--- src/rtl/ram_pkg.sv ---
// Shared command encoding, per-side control states and reset values for param_ram.
package ram_pkg;

  typedef enum logic [1:0] {
    CmdWrAddr = 2'b00,
    CmdWrData = 2'b01,
    CmdRdAddr = 2'b10,
    CmdRdData = 2'b11
  } cmd_e;

  typedef enum logic {
    StIdle,
    StArmed
  } side_state_e;

  localparam side_state_e RstState   = StIdle;
  localparam logic        RstTxValid = 1'b0;
  localparam logic        RstErr     = 1'b0;
  // Replicated across the data width to form the dout reset value.
  localparam logic        RstDoutBit = 1'b0;

endpackage

--- src/rtl/ram_array.sv ---
// Word storage: one write port and one registered read port. Reset clears only the
// read register, never the array itself.
module ram_array
  import ram_pkg::*;
#(
  parameter int unsigned DATA_W    = 8,
  parameter int unsigned ADDR_W    = 8,
  parameter int unsigned MEM_DEPTH = 256
) (
  input  logic              clk,
  input  logic              rst,
  input  logic              we_i,
  input  logic [ADDR_W-1:0] waddr_i,
  input  logic [DATA_W-1:0] wdata_i,
  input  logic              re_i,
  input  logic [ADDR_W-1:0] raddr_i,
  output logic [DATA_W-1:0] rdata_o
);

  logic [DATA_W-1:0] mem_q [MEM_DEPTH];
  logic [DATA_W-1:0] rdata_q;

  always_ff @(posedge clk) begin
    if (we_i) begin
      mem_q[waddr_i] <= wdata_i;
    end
  end

  always_ff @(posedge clk) begin
    if (rst) begin
      rdata_q <= {DATA_W{RstDoutBit}};
    end else if (re_i) begin
      rdata_q <= mem_q[raddr_i];
    end
  end

  assign rdata_o = rdata_q;

endmodule

--- src/rtl/param_ram.sv ---
// Command-driven RAM: address/data commands arrive on din, each side (read/write) runs
// its own IDLE/ARMED control with optional post-access increment and range checking.
module param_ram
  import ram_pkg::*;
#(
  parameter int unsigned DATA_W    = 8,
  parameter int unsigned ADDR_W    = 8,
  parameter int unsigned MEM_DEPTH = 256,
  parameter int unsigned AUTO_INC  = 0
) (
  input  logic              clk,
  input  logic              rst,
  input  logic [DATA_W+1:0] din,
  input  logic              rx_valid,
  output logic [DATA_W-1:0] dout,
  output logic              tx_valid,
  output logic              err
);

  localparam logic [ADDR_W:0]   DepthW   = (ADDR_W + 1)'(MEM_DEPTH);
  localparam logic [ADDR_W-1:0] LastAddr = ADDR_W'(MEM_DEPTH - 1);

  function automatic logic [ADDR_W-1:0] next_addr(input logic [ADDR_W-1:0] a);
    return (a == LastAddr) ? '0 : a + 1'b1;
  endfunction

  cmd_e              cmd;
  logic [ADDR_W-1:0] pay_addr;
  logic              addr_ok;
  logic              is_wr_addr, is_wr_data, is_rd_addr, is_rd_data;

  side_state_e       wr_state_q, wr_state_d, rd_state_q, rd_state_d;
  logic [ADDR_W-1:0] wr_addr_q, wr_addr_d, rd_addr_q, rd_addr_d;
  logic              tx_valid_q, err_q, err_d;
  logic              mem_we, mem_re;

  assign cmd        = cmd_e'(din[DATA_W+1:DATA_W]);
  assign pay_addr   = din[ADDR_W-1:0];
  // Widened compare so MEM_DEPTH == 2**ADDR_W does not overflow.
  assign addr_ok    = {1'b0, pay_addr} < DepthW;
  assign is_wr_addr = rx_valid && (cmd == CmdWrAddr);
  assign is_wr_data = rx_valid && (cmd == CmdWrData);
  assign is_rd_addr = rx_valid && (cmd == CmdRdAddr);
  assign is_rd_data = rx_valid && (cmd == CmdRdData);

  // State register.
  always_ff @(posedge clk) begin
    if (rst) begin
      wr_state_q <= RstState;
      rd_state_q <= RstState;
      wr_addr_q  <= '0;
      rd_addr_q  <= '0;
      tx_valid_q <= RstTxValid;
      err_q      <= RstErr;
    end else begin
      wr_state_q <= wr_state_d;
      rd_state_q <= rd_state_d;
      wr_addr_q  <= wr_addr_d;
      rd_addr_q  <= rd_addr_d;
      tx_valid_q <= mem_re;
      err_q      <= err_d;
    end
  end

  // Next-state logic: an address command arms its side if in range, disarms otherwise.
  always_comb begin
    wr_state_d = wr_state_q;
    rd_state_d = rd_state_q;
    unique case (wr_state_q)
      StIdle:  if (is_wr_addr && addr_ok) wr_state_d = StArmed;
      StArmed: if (is_wr_addr && !addr_ok) wr_state_d = StIdle;
    endcase
    unique case (rd_state_q)
      StIdle:  if (is_rd_addr && addr_ok) rd_state_d = StArmed;
      StArmed: if (is_rd_addr && !addr_ok) rd_state_d = StIdle;
    endcase
  end

  // Output logic: memory strobes, address updates and error detection.
  always_comb begin
    mem_we    = !rst && is_wr_data && (wr_state_q == StArmed);
    mem_re    = !rst && is_rd_data && (rd_state_q == StArmed);
    wr_addr_d = wr_addr_q;
    rd_addr_d = rd_addr_q;
    if (is_wr_addr && addr_ok) begin
      wr_addr_d = pay_addr;
    end else if (mem_we && (AUTO_INC != 0)) begin
      wr_addr_d = next_addr(wr_addr_q);
    end
    if (is_rd_addr && addr_ok) begin
      rd_addr_d = pay_addr;
    end else if (mem_re && (AUTO_INC != 0)) begin
      rd_addr_d = next_addr(rd_addr_q);
    end
    err_d = (is_wr_data && (wr_state_q == StIdle)) ||
            (is_rd_data && (rd_state_q == StIdle)) ||
            ((is_wr_addr || is_rd_addr) && !addr_ok);
  end

  ram_array #(
    .DATA_W   (DATA_W),
    .ADDR_W   (ADDR_W),
    .MEM_DEPTH(MEM_DEPTH)
  ) u_ram_array (
    .clk    (clk),
    .rst    (rst),
    .we_i   (mem_we),
    .waddr_i(wr_addr_q),
    .wdata_i(din[DATA_W-1:0]),
    .re_i   (mem_re),
    .raddr_i(rd_addr_q),
    .rdata_o(dout)
  );

  assign tx_valid = tx_valid_q;
  assign err      = err_q;

endmodule

--- config.mk ---
export PLATFORM = sky130hd
export DESIGN_NAME = param_ram
export DESIGN_NICKNAME = d
export VERILOG_FILES = /design/src/rtl/ram_pkg.sv /design/src/rtl/ram_array.sv /design/src/rtl/param_ram.sv
export SDC_FILE = /design/constraint.sdc
export NUM_CORES = 2
export LEC_CHECK = 0
export ABC_AREA = 1
export ABC_CLOCK_PERIOD_IN_PS = 3600
export CORE_MARGIN = 10
export CORE_UTILIZATION = 35
export CTS_CLUSTER_DIAMETER = 200
export DETAILED_ROUTE_END_ITERATION = 8
export DONT_BUFFER_PORTS = 1
export PLACE_DENSITY = 0.53
export SLEW_MARGIN = 10
export SYNTH_ARGS = -nofsm -noshare
export SYNTH_HDL_FRONTEND = slang
export SYNTH_HIERARCHICAL = 1
export SYNTH_SLANG_ARGS = --single-unit
--- constraint.sdc ---
create_clock -name clk -period 3.6 [get_ports clk]
set_input_delay 0.72 -clock clk [delete_from_list [all_inputs] [get_ports clk]]
set_output_delay 0.72 -clock clk [all_outputs]
set_load 0.005 [all_outputs]
[After elaboration in Yosys (flattened, before gate mapping)]
Memories as Yosys holds them, arrays and structs flattened. A register that Yosys moved wholly into a read port is not among the register bits.
Index checks and enable logic that the tools add are counted.
Storage, ports and cells
  bits in registers: 20
  memory bits (writable): 2048
  input port bits: 13
  output and inout port bits: 10
  word-level logic and storage cells: 31
  memories kept: 1
Memory list
  u_ram_array.mem_q: words 256, width 8, rd ports 1, clocked after Yosys merged registers in 1, wr ports 1, line ram_array.sv:20  | logic [DATA_W-1:0] mem_q [MEM_DEPTH];
Cells by class
  equality and inequality tests: 3
  muxes and demuxes: 6
  bitwise logic cells: 2
  reduce and logical (&&, ||, !) cells: 13
Operators with widths (number)
  logical AND 1 bit: 10
  equality test 2 bit, second input constant: 2
  2-to-1 mux 1 bit: 4
  one-hot mux 1 bit (2 select lines): 2
  equality test 2 x 1 -> 1 bit, second input constant: 1
  zero test 2 bit: 1
  inverter 1 bit: 2
  zero test 1 bit: 1
  logical OR 1 bit: 1

[Depth between registers and ports, before layout]
  depth after elaboration: 6
  depth in mapped cells: 17
  mapped depth without buffers: 13

[By module]
Netlist, hierarchy kept.
By module, submodules not included
  ram_array: times used 1, cells an instance 7038, area each 83522.6 µm², seq. area each 61659.1 µm²
  param_ram: times used 1, cells an instance 100, area each 785.8 µm², seq. area each 400.4 µm²

[Least setup slack after synthesis]
OpenSTA, ideal clock, no wires.
  kind: input port to flip-flop
  from: input port rst
  to: memory u_ram_array.mem_q[162][0], enable pin
  setup time: 370 ps
  arrival time: 2233 ps
  data required time: 3230 ps
  path slack: 996 ps
  cell stages on the path: 7
  path buffers: 2
  cell sequence: clkinv_1 > nand2_1 > nor3_1 > clkbuf_1 > nand3_1 > clkbuf_1 > nor2_1
Between the ends
  longest elaborated chain between the ends: 5
RTL lines
  from (decl): line param_ram.sv:12  | input logic rst,
  zero test 1 bit: line param_ram.sv:81  | mem_we = !rst && is_wr_data && (wr_state_q == StArmed);
  logical AND 1 bit (2 in series): line param_ram.sv:81
  net mem_we: line param_ram.sv:35  | logic mem_we, mem_re;
  2-to-1 mux 1 bit: line ram_array.sv:24  | if (we_i) begin
  2-to-1 mux 1 bit (not written as such): line ram_array.sv:25  | mem_q[waddr_i] <= wdata_i;
  to (decl): line ram_array.sv:20
The timed path passes the listed nets, and every way through them passes these cells.

==> results <==
- Of all cell types, the one taking the most synthesized area is sky130_fd_sc_hd__edfxtp_1.
- For this run, the top clock speed supported by timing is around 0.31 GHz.
- For the pin with the worst max-slew slack, the measured transition is around 1.1 ns.
- The pin count of the biggest net entering global routing is roughly 260.
- The final layout contains routed wiring with a total length of 243 mm.
- The proportion of netlist area held by the largest area contributor is 0.729.
- The net count after synthesis is 7151.
- Counting instances in the post-synthesis netlist gives the leading cell types as sky130_fd_sc_hd__nand2_1 (2143), sky130_fd_sc_hd__edfxtp_1 (2048), sky130_fd_sc_hd__nand3_1 (2028), sky130_fd_sc_hd__nor2_1 (316), sky130_fd_sc_hd__buf_2 (289).
- Grouping stages by cell kind, the critical path spends the most delay in simple AND/OR/NAND/NOR gates.
- Counting flops and latches in the post-synthesis netlist gives 2076.
- STA classifies the critical path endpoint as a register.
- The maximum level of the CTS H-tree is 4.
- The setup slack after layout is between 0.4 and 0.5 ns.
- The number of global-route vias before repair is approximately 54000.
- Counting stages on the worst path, the most repeated cell is sky130_fd_sc_hd__nand3_1.
- The type of the worst setup path is register to register.
- The most common flop cell mapped by yosys is sky130_fd_sc_hd__edfxtp_1.
- Summed over all cells, the static leakage comes to around 33 nW.
- The worst-case IR drop observed on VDD is 0.492 mV.
- The remaining antenna violation count after routing is 0.
- In the global route stage, overall resource usage came out at 0.180.
- The number of failing hold endpoints at the final stage is 0.
- The post-DP HPWL is around 130 mm.
- The clock transition at the registers of the reported paths is roughly 0.06 ns.
- In the routed design, unresolved DRC markers number 0.
- The hold buffer count at cts is 6.
- For the final routed database, the setup TNS stands at 0 ns.
- The area growth from synthesis to layout is 14.2%.
- The run finished with clean final reports.
- The total via count in the routed design is approximately 56000.
- The number of rows created at floorplan is 180.
- The number of antenna violations at the first check in global routing is 2.
- The height of the chip is around 510 µm.
- The sum of internal, switching and leakage power is around 50 mW.
- The final net count is between 7000 and 8000.
- Setup repair after global routing left no endpoint under its margin.
- The tightest min-delay check is of the input pin to register type.
- The number of resized instances in the post-cts repair step is 0.
- Counting both buffers and inverters, the worst setup path holds a total of 4.
- The detailed-route wire length per cell is roughly 23 µm.
- After detailed routing, the number of vias per cell comes to roughly 5.3.
- The number of clock buffers added by TritonCTS is roughly 210.
- The die area is approximately 260000 µm².
- Traced cell by cell, the critical path runs through inv_8, buf_12, buf_4, nand3_1, nand3_1, nand3_1, nand3_1, nand3_1, nand3_1, nand2_1, nand2_1, nand3_1, nand2_1, inv_1.
- In the finished design, the share of the clock period the worst path needs comes to 0.883.
- The total overflow left after global routing is 0.
- Setup violations remaining at the end of the flow were counted as 0.
- Counting along the longest clock path gives a buffer depth of 3.
- On the final layout, the worst clock skew is between 0.04 and 0.05 ns.
- Yosys instantiated no cell more often than sky130_fd_sc_hd__nand2_1.
- The detailed-routing iteration count for the pre-antenna-repair pass is 7.
- Synthesis instantiated 21 different standard cells from the library.
- The total core area is 240000 µm².
- At the worst endpoint, the required time is 4.35 ns.
- The areal power density over the cells is approximately 520 nW/µm².
- The number of pins exceeding their max-slew limit in the final report is 0.
- The first-pass GRT wire length is between 300 and 400 mm.
- The synthesized netlist occupies a cell area of around 84000 µm².
- The normalized max-slew margin is 0.293.
- The standard cell with the maximum stage delay on the critical path is sky130_fd_sc_hd__dfxtp_4.
- The share of synthesized area occupied by flip-flops and latches is 0.736.
- The clock reaches the later pin of the worst-skew pair after 0.86 ns.
- For this run, the slowest stage of the critical path takes roughly 0.41 ns.
- The number of buffers inserted by post-CTS setup repair is 0.
- Counting flops with an async set or reset pin after synthesis yields a share of 0.
- The congestion estimate from routability-driven global placement came to about 0.84.
- After technology mapping, the gate count stands at 7138.
- A synthesized cell averages between 10 and 15 µm².
- The quantity of I/O buffers inserted on ports is 0.
- The smallest clock period supported by the final layout is computed as 3.18 ns.
- The Yosys warning count is 6.
- Data on the critical path arrives at its endpoint at about 3.9 ns.
- The kind of launch point of the worst setup path is a register.
- The number of primary I/O pins is 23.
- The top fanout value on the critical path is 43.
- From left edge to right edge, the die measures between 500 and 600 µm.
- For this block, the initial DRC count from the detailed router was around 5700.
- The proportion of layout cells with a drive suffix above 1 is 0.0927.
- The number of enable-type register cells in the synthesized netlist is around 2000.
- After synthesis, the cell types taking the most area are sky130_fd_sc_hd__edfxtp_1 (73%), sky130_fd_sc_hd__nand3_1 (12%), sky130_fd_sc_hd__nand2_1 (9.5%), sky130_fd_sc_hd__buf_2 (1.7%), sky130_fd_sc_hd__nor2_1 (1.4%).
- OpenSTA, run right after detailed placement, puts the worst setup slack at about 0.44 ns.
- The root buffer cell is sky130_fd_sc_hd__clkbuf_16.
- The tree built by TritonCTS fans out to about 2100 sinks.
- The initial utilization of the core area, before any placement, comes to 0.351.
- The max-capacitance violation count is 0.
- TritonCTS built the clock tree.
cells in the final DEF, fill, tap and decap left out, types with 10 or more instances in the layout:
cell type and n:
sky130_fd_sc_hd__clkbuf_1 37, sky130_fd_sc_hd__bufinv_16 19, sky130_fd_sc_hd__dfxtp_1 22, sky130_fd_sc_hd__clkbuf_16 215, sky130_fd_sc_hd__a21oi_1 10, sky130_fd_sc_hd__nand3_1 2028, sky130_fd_sc_hd__nand2_1 2135, sky130_fd_sc_hd__edfxtp_1 2048
sky130_fd_sc_hd__clkinv_1 58, sky130_fd_sc_hd__inv_1 45, sky130_fd_sc_hd__nand4_1 10, sky130_fd_sc_hd__clkinv_2 53, sky130_fd_sc_hd__buf_12 60, sky130_fd_sc_hd__buf_4 301, sky130_fd_sc_hd__nor2_1 316
cells by family (layout without fill, tap and decap cells):
kind of cell | after synthesis | in the layout | share of synthesized area
and+or+nand+nor | 4510 | 4510 | 0.232
other | 0 | 5 | 0
buffers and inverters | 542 | 817 | 0.0316
DFF | 2076 | 2076 | 0.736
AOI/OAI and AO/OA | 10 | 10 | 0.000594
final timing paths:
path	startpoint	end	slack, ns	depth (start not counted)
hold / removal	din[3]	u_ram_array/mem_q[174][3]	0.01	0
setup / recovery	rd_addr_q[1]	u_ram_array/rdata_o[0]	0.42	14
hold reg to reg	wr_state_q	wr_state_q	0.51	2
setup reg to reg	rd_addr_q[1]	u_ram_array/rdata_o[0]	0.42	14
area by class of cell:
type / instances / area (µm²)
clock inverter: 144 / 1310
fill: 22800 / 144000
tap: 3185 / 3990
antenna: 5 / 12.5
clock buffer: 252 / 5520
inverter: 52 / 229
sequential: 2076 / 62100
multi-input combinational: 4520 / 19600
timing repair buffer: 369 / 3540
layer usage:
layer / share of wire / vias up / global-route usage
met4: 0.029 / 2 / 0.0550
met5: 0.000070 / - / 0
met1: 0.43 / 28000 / 0.250
met2: 0.47 / 2005 / 0.290
li1: - / 25500 / -
met3: 0.071 / 384 / 0.0298
registers in the layout, indices dropped and copies added (netlist names):
register / flops
u_ram_array/mem_q: 2048
rd_addr_q: 8
u_ram_array/rdata_o: 8
wr_addr_q: 8
err: 1
rd_state_q: 1
tx_valid: 1
wr_state_q: 1
metrics by stage:
step,cells,hold slack [ns],area [µm²],util
6_report,10600,0.0148,96300,0.401
3_5_place_dp,10200,0.486,89300,0.372
4_1_cts,10600,0.00237,96200,0.401
5_1_grt,10600,0.00136,96300,0.401
2_1_floorplan,7138,0.438,84300,-
3_3_place_gp,10200,0.515,89300,0.372
power by group:
part / internal, mW / switching [mW] / total (mW)
Clock: 12.3 / 9.36 / 21.7
Sequential: 26.6 / 0.0293 / 26.6
Combinational: 0.474 / 1.16 / 1.64
Power figures use the tool's default switching activity.
